### src/rtl/motor_ramp_scheduler_if.sv
// Command handshake for motor_ramp_scheduler: one (motor, direction, duty) target per transfer.
// Transfer happens on a rising edge where cmd_valid and cmd_ready are both high.
interface motor_ramp_scheduler_if #(
    parameter int unsigned DUTY_W = 10
);
    logic              cmd_valid;
    logic              cmd_ready;
    logic [2:0]        cmd_motor;
    logic              cmd_dir;
    logic [DUTY_W-1:0] cmd_duty;

    modport master (
        output cmd_valid,
        output cmd_motor,
        output cmd_dir,
        output cmd_duty,
        input  cmd_ready
    );

    modport slave (
        input  cmd_valid,
        input  cmd_motor,
        input  cmd_dir,
        input  cmd_duty,
        output cmd_ready
    );
endinterface

### src/rtl/motor_ramp_scheduler.sv
// Per-motor duty ramp scheduler with brake-to-zero and dead-time before any direction reversal.
// Define MOTOR_WATCHDOG_EN to add a per-motor command watchdog and the wdt_trip output.
module motor_ramp_scheduler #(
    parameter int unsigned NUM_MOTORS     = 4,
    parameter int unsigned DUTY_W         = 10,
    parameter int unsigned STEP           = 8,
    parameter int unsigned TICK_DIV       = 50000,
    parameter int unsigned DEADTIME_TICKS = 20
`ifdef MOTOR_WATCHDOG_EN
    , parameter int unsigned WDT_TICKS    = 500
`endif
) (
    input  logic                         CLOCK_50,
    input  logic                         reset,
    motor_ramp_scheduler_if.slave        cmd,
    input  logic                         stop_all,
    output logic [NUM_MOTORS-1:0]        motor_en,
    output logic [NUM_MOTORS-1:0]        motor_dir,
    output logic [NUM_MOTORS*DUTY_W-1:0] motor_duty,
`ifdef MOTOR_WATCHDOG_EN
    output logic [NUM_MOTORS-1:0]        wdt_trip,
`endif
    output logic                         busy
);

    localparam int unsigned IDX_W  = (NUM_MOTORS > 1) ? $clog2(NUM_MOTORS) : 1;
    localparam int unsigned TCNT_W = (TICK_DIV > 1) ? $clog2(TICK_DIV) : 1;
    localparam int unsigned DCNT_W = ($clog2(DEADTIME_TICKS + 1) > 0) ?
                                     $clog2(DEADTIME_TICKS + 1) : 1;

    localparam logic [TCNT_W-1:0] TICK_LAST = TCNT_W'(TICK_DIV - 1);
    localparam logic [IDX_W-1:0]  IDX_LAST  = IDX_W'(NUM_MOTORS - 1);
    localparam logic [DCNT_W-1:0] DEAD_N    = DCNT_W'(DEADTIME_TICKS);
    localparam logic [DUTY_W:0]   STEP_X    = (DUTY_W + 1)'(STEP);

`ifdef MOTOR_WATCHDOG_EN
    localparam int unsigned       WCNT_W    = ($clog2(WDT_TICKS + 1) > 0) ?
                                              $clog2(WDT_TICKS + 1) : 1;
    localparam logic [WCNT_W-1:0] WDT_LAST  = WCNT_W'(WDT_TICKS - 1);
`endif

    typedef enum logic [1:0] {StIdle, StRun, StBrake, StDead} mstate_e;

    logic [TCNT_W-1:0]     tick_cnt_q;
    logic                  sweep_active_q;
    logic [IDX_W-1:0]      sweep_idx_q;
    mstate_e               st_q       [NUM_MOTORS];
    logic [DUTY_W-1:0]     duty_q     [NUM_MOTORS];
    logic [DUTY_W-1:0]     tgt_duty_q [NUM_MOTORS];
    logic [DCNT_W-1:0]     dead_cnt_q [NUM_MOTORS];
    logic [NUM_MOTORS-1:0] tgt_dir_q;
`ifdef MOTOR_WATCHDOG_EN
    logic [WCNT_W-1:0]     wdt_cnt_q  [NUM_MOTORS];
`endif

    logic tick;
    logic cmd_accept;

    assign tick          = (tick_cnt_q == TICK_LAST) && !stop_all;
    assign cmd.cmd_ready = !sweep_active_q && !stop_all;
    assign cmd_accept    = cmd.cmd_valid && cmd.cmd_ready;

    // One STEP toward tgt, computed one bit wider so full scale never wraps.
    function automatic logic [DUTY_W-1:0] ramp_to(input logic [DUTY_W-1:0] cur,
                                                  input logic [DUTY_W-1:0] tgt);
        logic [DUTY_W:0] cur_x;
        logic [DUTY_W:0] tgt_x;
        logic [DUTY_W:0] up_x;
        logic [DUTY_W:0] dn_x;
        cur_x = {1'b0, cur};
        tgt_x = {1'b0, tgt};
        up_x  = cur_x + STEP_X;
        dn_x  = cur_x - STEP_X;
        if (cur_x < tgt_x) begin
            return (up_x >= tgt_x) ? tgt : up_x[DUTY_W-1:0];
        end else if (cur_x > tgt_x) begin
            return (cur_x < tgt_x + STEP_X) ? tgt : dn_x[DUTY_W-1:0];
        end
        return cur;
    endfunction

    always_ff @(posedge CLOCK_50) begin
        if (reset) begin
            tick_cnt_q     <= '0;
            sweep_active_q <= 1'b0;
            sweep_idx_q    <= '0;
            motor_en       <= '0;
            motor_dir      <= '0;
            tgt_dir_q      <= '0;
            for (int i = 0; i < NUM_MOTORS; i++) begin
                st_q[i]       <= StIdle;
                duty_q[i]     <= '0;
                tgt_duty_q[i] <= '0;
                dead_cnt_q[i] <= '0;
`ifdef MOTOR_WATCHDOG_EN
                wdt_cnt_q[i]  <= '0;
`endif
            end
`ifdef MOTOR_WATCHDOG_EN
            wdt_trip       <= '0;
`endif
        end else if (stop_all) begin
            // Hard stop: directions are kept so the drivers see no spurious flip.
            tick_cnt_q     <= '0;
            sweep_active_q <= 1'b0;
            sweep_idx_q    <= '0;
            motor_en       <= '0;
            tgt_dir_q      <= '0;
            for (int i = 0; i < NUM_MOTORS; i++) begin
                st_q[i]       <= StIdle;
                duty_q[i]     <= '0;
                tgt_duty_q[i] <= '0;
                dead_cnt_q[i] <= '0;
`ifdef MOTOR_WATCHDOG_EN
                wdt_cnt_q[i]  <= '0;
`endif
            end
        end else begin
            tick_cnt_q <= tick ? '0 : tick_cnt_q + TCNT_W'(1);

            if (tick) begin
                sweep_active_q <= 1'b1;
                sweep_idx_q    <= '0;
            end else if (sweep_active_q) begin
                if (sweep_idx_q == IDX_LAST) begin
                    sweep_active_q <= 1'b0;
                end else begin
                    sweep_idx_q <= sweep_idx_q + IDX_W'(1);
                end
            end

            for (int i = 0; i < NUM_MOTORS; i++) begin
                // Indices >= NUM_MOTORS match no channel and are dropped here.
                if (cmd_accept && cmd.cmd_motor == 3'(i)) begin
                    tgt_dir_q[i]  <= cmd.cmd_dir;
                    tgt_duty_q[i] <= cmd.cmd_duty;
`ifdef MOTOR_WATCHDOG_EN
                    wdt_cnt_q[i]  <= '0;
                    wdt_trip[i]   <= 1'b0;
                end else if (tick && tgt_duty_q[i] != '0) begin
                    if (wdt_cnt_q[i] == WDT_LAST) begin
                        tgt_duty_q[i] <= '0;
                        wdt_trip[i]   <= 1'b1;
                        wdt_cnt_q[i]  <= '0;
                    end else begin
                        wdt_cnt_q[i] <= wdt_cnt_q[i] + WCNT_W'(1);
                    end
`endif
                end

                if (sweep_active_q && sweep_idx_q == IDX_W'(i)) begin
                    unique case (st_q[i])
                        StIdle: begin
                            if (tgt_duty_q[i] != '0) begin
                                motor_dir[i] <= tgt_dir_q[i];
                                motor_en[i]  <= 1'b1;
                                duty_q[i]    <= ramp_to('0, tgt_duty_q[i]);
                                st_q[i]      <= StRun;
                            end
                        end
                        StRun: begin
                            if (tgt_dir_q[i] != motor_dir[i]) begin
                                duty_q[i] <= ramp_to(duty_q[i], '0);
                                if (ramp_to(duty_q[i], '0) == '0) begin
                                    motor_en[i]   <= 1'b0;
                                    dead_cnt_q[i] <= '0;
                                    st_q[i]       <= StDead;
                                end else begin
                                    st_q[i] <= StBrake;
                                end
                            end else begin
                                duty_q[i] <= ramp_to(duty_q[i], tgt_duty_q[i]);
                                if (tgt_duty_q[i] == '0 && ramp_to(duty_q[i], '0) == '0) begin
                                    motor_en[i] <= 1'b0;
                                    st_q[i]     <= StIdle;
                                end
                            end
                        end
                        StBrake: begin
                            duty_q[i] <= ramp_to(duty_q[i], '0);
                            if (ramp_to(duty_q[i], '0) == '0) begin
                                motor_en[i]   <= 1'b0;
                                dead_cnt_q[i] <= '0;
                                st_q[i]       <= StDead;
                            end
                        end
                        StDead: begin
                            if (dead_cnt_q[i] + DCNT_W'(1) >= DEAD_N) begin
                                motor_dir[i] <= tgt_dir_q[i];
                                if (tgt_duty_q[i] != '0) begin
                                    motor_en[i] <= 1'b1;
                                    duty_q[i]   <= ramp_to('0, tgt_duty_q[i]);
                                    st_q[i]     <= StRun;
                                end else begin
                                    st_q[i] <= StIdle;
                                end
                            end else begin
                                dead_cnt_q[i] <= dead_cnt_q[i] + DCNT_W'(1);
                            end
                        end
                        default: st_q[i] <= StIdle;
                    endcase
                end
            end
        end
    end

    always_comb begin
        motor_duty = '0;
        for (int i = 0; i < NUM_MOTORS; i++) begin
            motor_duty[i*DUTY_W +: DUTY_W] = duty_q[i];
        end
    end

    always_comb begin
        busy = 1'b0;
        for (int i = 0; i < NUM_MOTORS; i++) begin
            if (duty_q[i] != tgt_duty_q[i] || st_q[i] == StBrake || st_q[i] == StDead) begin
                busy = 1'b1;
            end
        end
    end

endmodule

### src/flat_wrapper.sv
// flat-port wrapper written by rule: the top's interface ports become plain ports
module motor_ramp_scheduler_flat 
#(
    parameter int unsigned NUM_MOTORS     = 4,
    parameter int unsigned DUTY_W         = 10,
    parameter int unsigned STEP           = 8,
    parameter int unsigned TICK_DIV       = 50000,
    parameter int unsigned DEADTIME_TICKS = 20

)
  (CLOCK_50, reset, stop_all, motor_en, motor_dir, motor_duty, busy, cmd_cmd_valid, cmd_cmd_motor, cmd_cmd_dir, cmd_cmd_duty, cmd_cmd_ready);
  motor_ramp_scheduler_if #(.DUTY_W(DUTY_W)) cmd_i ();
  input  logic CLOCK_50;
  input  logic reset;
  input  logic stop_all;
  output logic [NUM_MOTORS-1:0] motor_en;
  output logic [NUM_MOTORS-1:0] motor_dir;
  output logic [NUM_MOTORS*DUTY_W-1:0] motor_duty;
  output logic busy;
  input wire logic [$bits(cmd_i.cmd_valid)-1:0] cmd_cmd_valid;
  input wire logic [$bits(cmd_i.cmd_motor)-1:0] cmd_cmd_motor;
  input wire logic [$bits(cmd_i.cmd_dir)-1:0] cmd_cmd_dir;
  input wire logic [$bits(cmd_i.cmd_duty)-1:0] cmd_cmd_duty;
  output wire logic [$bits(cmd_i.cmd_ready)-1:0] cmd_cmd_ready;
  assign cmd_i.cmd_valid = cmd_cmd_valid;
  assign cmd_i.cmd_motor = cmd_cmd_motor;
  assign cmd_i.cmd_dir = cmd_cmd_dir;
  assign cmd_i.cmd_duty = cmd_cmd_duty;
  assign cmd_cmd_ready = cmd_i.cmd_ready;
  motor_ramp_scheduler #(.NUM_MOTORS(NUM_MOTORS), .DUTY_W(DUTY_W), .STEP(STEP), .TICK_DIV(TICK_DIV), .DEADTIME_TICKS(DEADTIME_TICKS)) u_core (.CLOCK_50(CLOCK_50), .reset(reset), .cmd(cmd_i), .stop_all(stop_all), .motor_en(motor_en), .motor_dir(motor_dir), .motor_duty(motor_duty), .busy(busy));
endmodule
### config.mk
export PLATFORM = sky130hd
export DESIGN_NAME = motor_ramp_scheduler_flat
export DESIGN_NICKNAME = d
export VERILOG_FILES = /design/src/rtl/motor_ramp_scheduler_if.sv /design/src/rtl/motor_ramp_scheduler.sv /design/src/flat_wrapper.sv
export SDC_FILE = /design/constraint.sdc
export NUM_CORES = 1
export LEC_CHECK = 0
export ABC_CLOCK_PERIOD_IN_PS = 3700
export CAP_MARGIN = 30
export CORE_AREA = 2 2 203 205
export CTS_BUF_LIST = sky130_fd_sc_hd__clkbuf_4 sky130_fd_sc_hd__clkbuf_8
export DETAILED_ROUTE_END_ITERATION = 12
export DIE_AREA = 0 0 205 207
export GPL_ROUTABILITY_DRIVEN = 0
export GPL_TIMING_DRIVEN = 0
export PLACE_DENSITY = 0.55
export SLEW_MARGIN = 20
export SYNTH_ARGS = -nofsm -noshare
export SYNTH_HDL_FRONTEND = slang
export SYNTH_SLANG_ARGS = --single-unit
### constraint.sdc
create_clock -name CLOCK_50 -period 3.7 [get_ports CLOCK_50]
set_clock_uncertainty 0.2 [all_clocks]
set_input_delay 0.555 -clock CLOCK_50 [delete_from_list [all_inputs] [get_ports CLOCK_50]]
set_output_delay 0.555 -clock CLOCK_50 [all_outputs]
set_load 0.02 [all_outputs]
==> metrics.csv <==
metric,value,unit
P_leak,5.395,nW
CP required,3.69,ns
Placed Instances,2005,
global-route usage over all layers,16.99,%
CTS Buf Count,17,
post-synth cell types,84,
Peak Freq,0.2793,GHz
insertion delay to the later sink of the worst-skew pair,0.46,ns
Routed WL,36.27,mm
post-DP HPWL,27.80,mm
"Hold Violations, Final",0,
Synth top area share,22.78,%
layout cells sized above 1,8.937,%
Clock Pin Slew Worst Setup and Hold Paths,0.08,ns
Synth warnings,0,
Non-Filler Instances,2065,
Tcrit/Tclk final,96.78,%
critical path's slowest cell,a2111oi_4,
Synth area leaders,"edfxtp_1 (23%), ha_1 (14%), dfxtp_1 (8.0%)",
share of flip-flops with an asynchronous set or reset,0,%
Final setup viols,0,
largest net degree at the start of global routing,17,
Top Ports,68,
drt via density,5.354,
pwr/cell area,285.3,nW/µm²
nets,1675,
sequential fraction of the synthesis area,30.79,%
Clock power frac,33.4,%
DR iter-0 viols,702,
ys flop type,edfxtp_1,
Flop pwr share,44.0,%
vias in the first global route,10630,
Net Switching,0.001264,W
max-slew violations,0,
Worst Hold Class,reg2reg,
grt total ovfl,0,
DRT antenna net count,0,
Worst Setup Path Type,reg2reg,
Die ar.,42440,µm²
Syn Nets,1561,
Mapped Avg Cell Area,8.533,µm²
drt pass-1 iters,5,
Worst Path Arrival,3.57,ns
cell taking the most area after synthesis,edfxtp_1,
DR vias,11060,
fin util,35.11,%
crit-path cells,clkbuf_4 -> and3_1 -> clkbuf_1 -> nand3_1 -> xnor2_2 -> ha_1 -> a21oi_1 -> o21ai_2 -> a2111oi_4 -> nor2_2 -> a221oi_1 -> o22ai_1,
TritonCTS clock tree,done,
final-layout fill cell count,4238,
Worst-Margin Slew,0.9655,ns
worst path bufs/invs,2,
Die Y,207,µm
internal power,0.002780,W
Max-Cap Viols,0,
Slew headroom,35.08,%
wire length per cell,17.56,µm
area of the mapped netlist,12000,µm²
critical path startpoint category,flip-flop,
area grow syn2layout,18.15,%
crit-path max cell delay,0.50,ns
status,"complete, no violations",
Pwr Total,0.004045,W
# clock sinks,139,
crit path max fanout,10,
"EDFF count, synth",91,
DRC,0,
first-pass GRT wire length,57.61,mm
H-Tree Depth,4,
Sw Ratio,31.26,%
setup tns final,0,ns
IO Port Bufs,67,
initial antenna violation count,0,
Initial Utilization,29.72,%
flop and latch count out of synthesis,139,
Clock Tree Buf Depth,2,
Tmin final,3.581,ns
FP Rows,74,
Root Driver,clkbuf_8,
Die Width,205,µm
Ant. Diodes,0,
Comb pwr share,22.6,%
floorplan core area,40370,µm²
cell count after synthesis,1406,
CP endpoint kind,flip-flop,
"delay-heaviest family, CP",compound AO/OA/AOI/OAI gates,
VDD IR max,240.1,µV
[registers in the layout (all words and copies together) (netlist names)]
name and flops:
u_core.duty_q 40, u_core.tgt_duty_q 40, u_core.dead_cnt_q 20, u_core.tick_cnt_q 16
u_core.st_q 8, u_core.motor_dir 4, u_core.motor_en 4, u_core.tgt_dir_q 4
u_core.sweep_idx_q 2, u_core.sweep_active_q 1
[cells by family (layout without fill, tap and decap cells)]
group / count (synthesis) / in the layout / share of synthesized area (%)
flip-flops: 139 / 139 / 30.79
AO/OA/AOI/OAI: 327 / 327 / 18.55
AND/OR/NAND/NOR: 577 / 577 / 24.55
XOR/XNOR: 86 / 86 / 6.278
adder cells (fa/ha/maj): 137 / 137 / 14.29
buffers and inverters: 120 / 247 / 3.859
multiplexers: 20 / 20 / 1.689
[stage by stage]
step | instance area, µm² | setup WS, ns | hold slack (ns)
after floorplan | 12000 | 0.1314 | 0.2260
after global placement | 13330 | -0.6655 | 0.2451
after detailed placement | 13330 | -0.6654 | 0.2527
after CTS | 13900 | 0.02083 | 0.2736
after global routing | 14170 | -0.02573 | 0.3127
final | 14170 | 0.1193 | 0.2723
[cell type report]
| cell class | instances | area (µm²) | share of cell area, % |
|---|---|---|---|
| plain buffers | 35 | 162.7 | 1.148 |
| clock buffers | 21 | 276.5 | 1.951 |
| clock inverters | 11 | 141.4 | 0.9974 |
| inverters | 82 | 307.8 | 2.171 |
| multi-input cells | 1147 | 8020 | 56.58 |
| flip-flops and latches | 139 | 3695 | 26.07 |
| well taps | 532 | 665.6 | 4.696 |
| repair buffers | 98 | 905.9 | 6.391 |
[power groups by stage]
stage	clock, W	sequential, W	combinational, W
final	0.00135	0.00178	0.000916
after global routing	0.00144	0.00179	0.00101
after CTS	0.00138	0.00178	0.000861
after detailed placement	0	0.00182	0.000825
after global placement	0	0.00182	0.000813
after floorplan	0	0.00181	0.000556
[what timing repair did]
action / in CTS / in global routing
pin swaps: 2 / 3
gates resized for setup: 14 / 41
endpoints found under the setup margin: 38 / 52
hold buffers: 0 / 0
setup buffers: 15 / 16
[routing by layer]
metal	wire length (µm)	GRT usage, %	share of wire [%]	vias up
met2	17140	28.03	47	298
met5	0	0	0	-
met3	1564	2.014	4.3	43
met1	16760	23.08	46	5292
met4	802	5.309	2.2	0
li1	-	-	-	5422
[cells in the mapped netlist (8+ instances only)]
cell	count
a211oi_1	19
a21o_1	10
a21oi_1	87
a31oi_1	18
and2_1	47
and3_1	22
clkbuf_1	29
dfxtp_1	48
edfxtp_1	91
ha_1	137
inv_1	82
mux2i_1	18
nand2_1	122
nand2b_1	11
nand3_1	80
nand3b_1	12
nand4_1	17
nor2_1	141
nor2b_1	13
nor3_1	43
nor4_1	14
o211ai_1	13
o21a_1	14
o21ai_0	61
o221ai_1	10
o22ai_1	10
o31ai_1	12
or3_1	8
xnor2_1	61
xor2_1	25
[cells in the final DEF (no fill, tap or decap), types with 12 or more instances in the layout]
| cell | instances |
|---|---|
| edfxtp_1 | 91 |
| nand2_1 | 120 |
| nand4_1 | 17 |
| nor2b_1 | 13 |
| nand3b_1 | 12 |
| nor3_1 | 41 |
| ha_1 | 136 |
| buf_4 | 31 |
| clkbuf_1 | 17 |
| dfxtp_1 | 47 |
| nand3_1 | 80 |
| o21a_1 | 14 |
| clkdlybuf4s50_1 | 66 |
| xor2_1 | 25 |
| o211ai_1 | 13 |
| xnor2_1 | 56 |
| a21oi_1 | 87 |
| inv_1 | 82 |
| nor4_1 | 13 |
| nor2_1 | 139 |
| and3_1 | 22 |
| o21ai_0 | 60 |
| mux2i_1 | 18 |
| and2_1 | 47 |
| a211oi_1 | 17 |
| a31oi_1 | 15 |
| clkbuf_8 | 19 |
| o31ai_1 | 12 |
[path summary, 6_finish.rpt]
path,from,to,slack (ns),cells after the start
max,u_core.duty_q[3][5],u_core.duty_q[3][8],0.12,12
min,u_core.tick_cnt_q[0],u_core.tick_cnt_q[0],0.27,1
max reg2reg,u_core.duty_q[3][5],u_core.duty_q[3][8],0.12,12
min reg2reg,u_core.tick_cnt_q[0],u_core.tick_cnt_q[0],0.27,1
No activity file was read; power rests on OpenSTA's default activity.
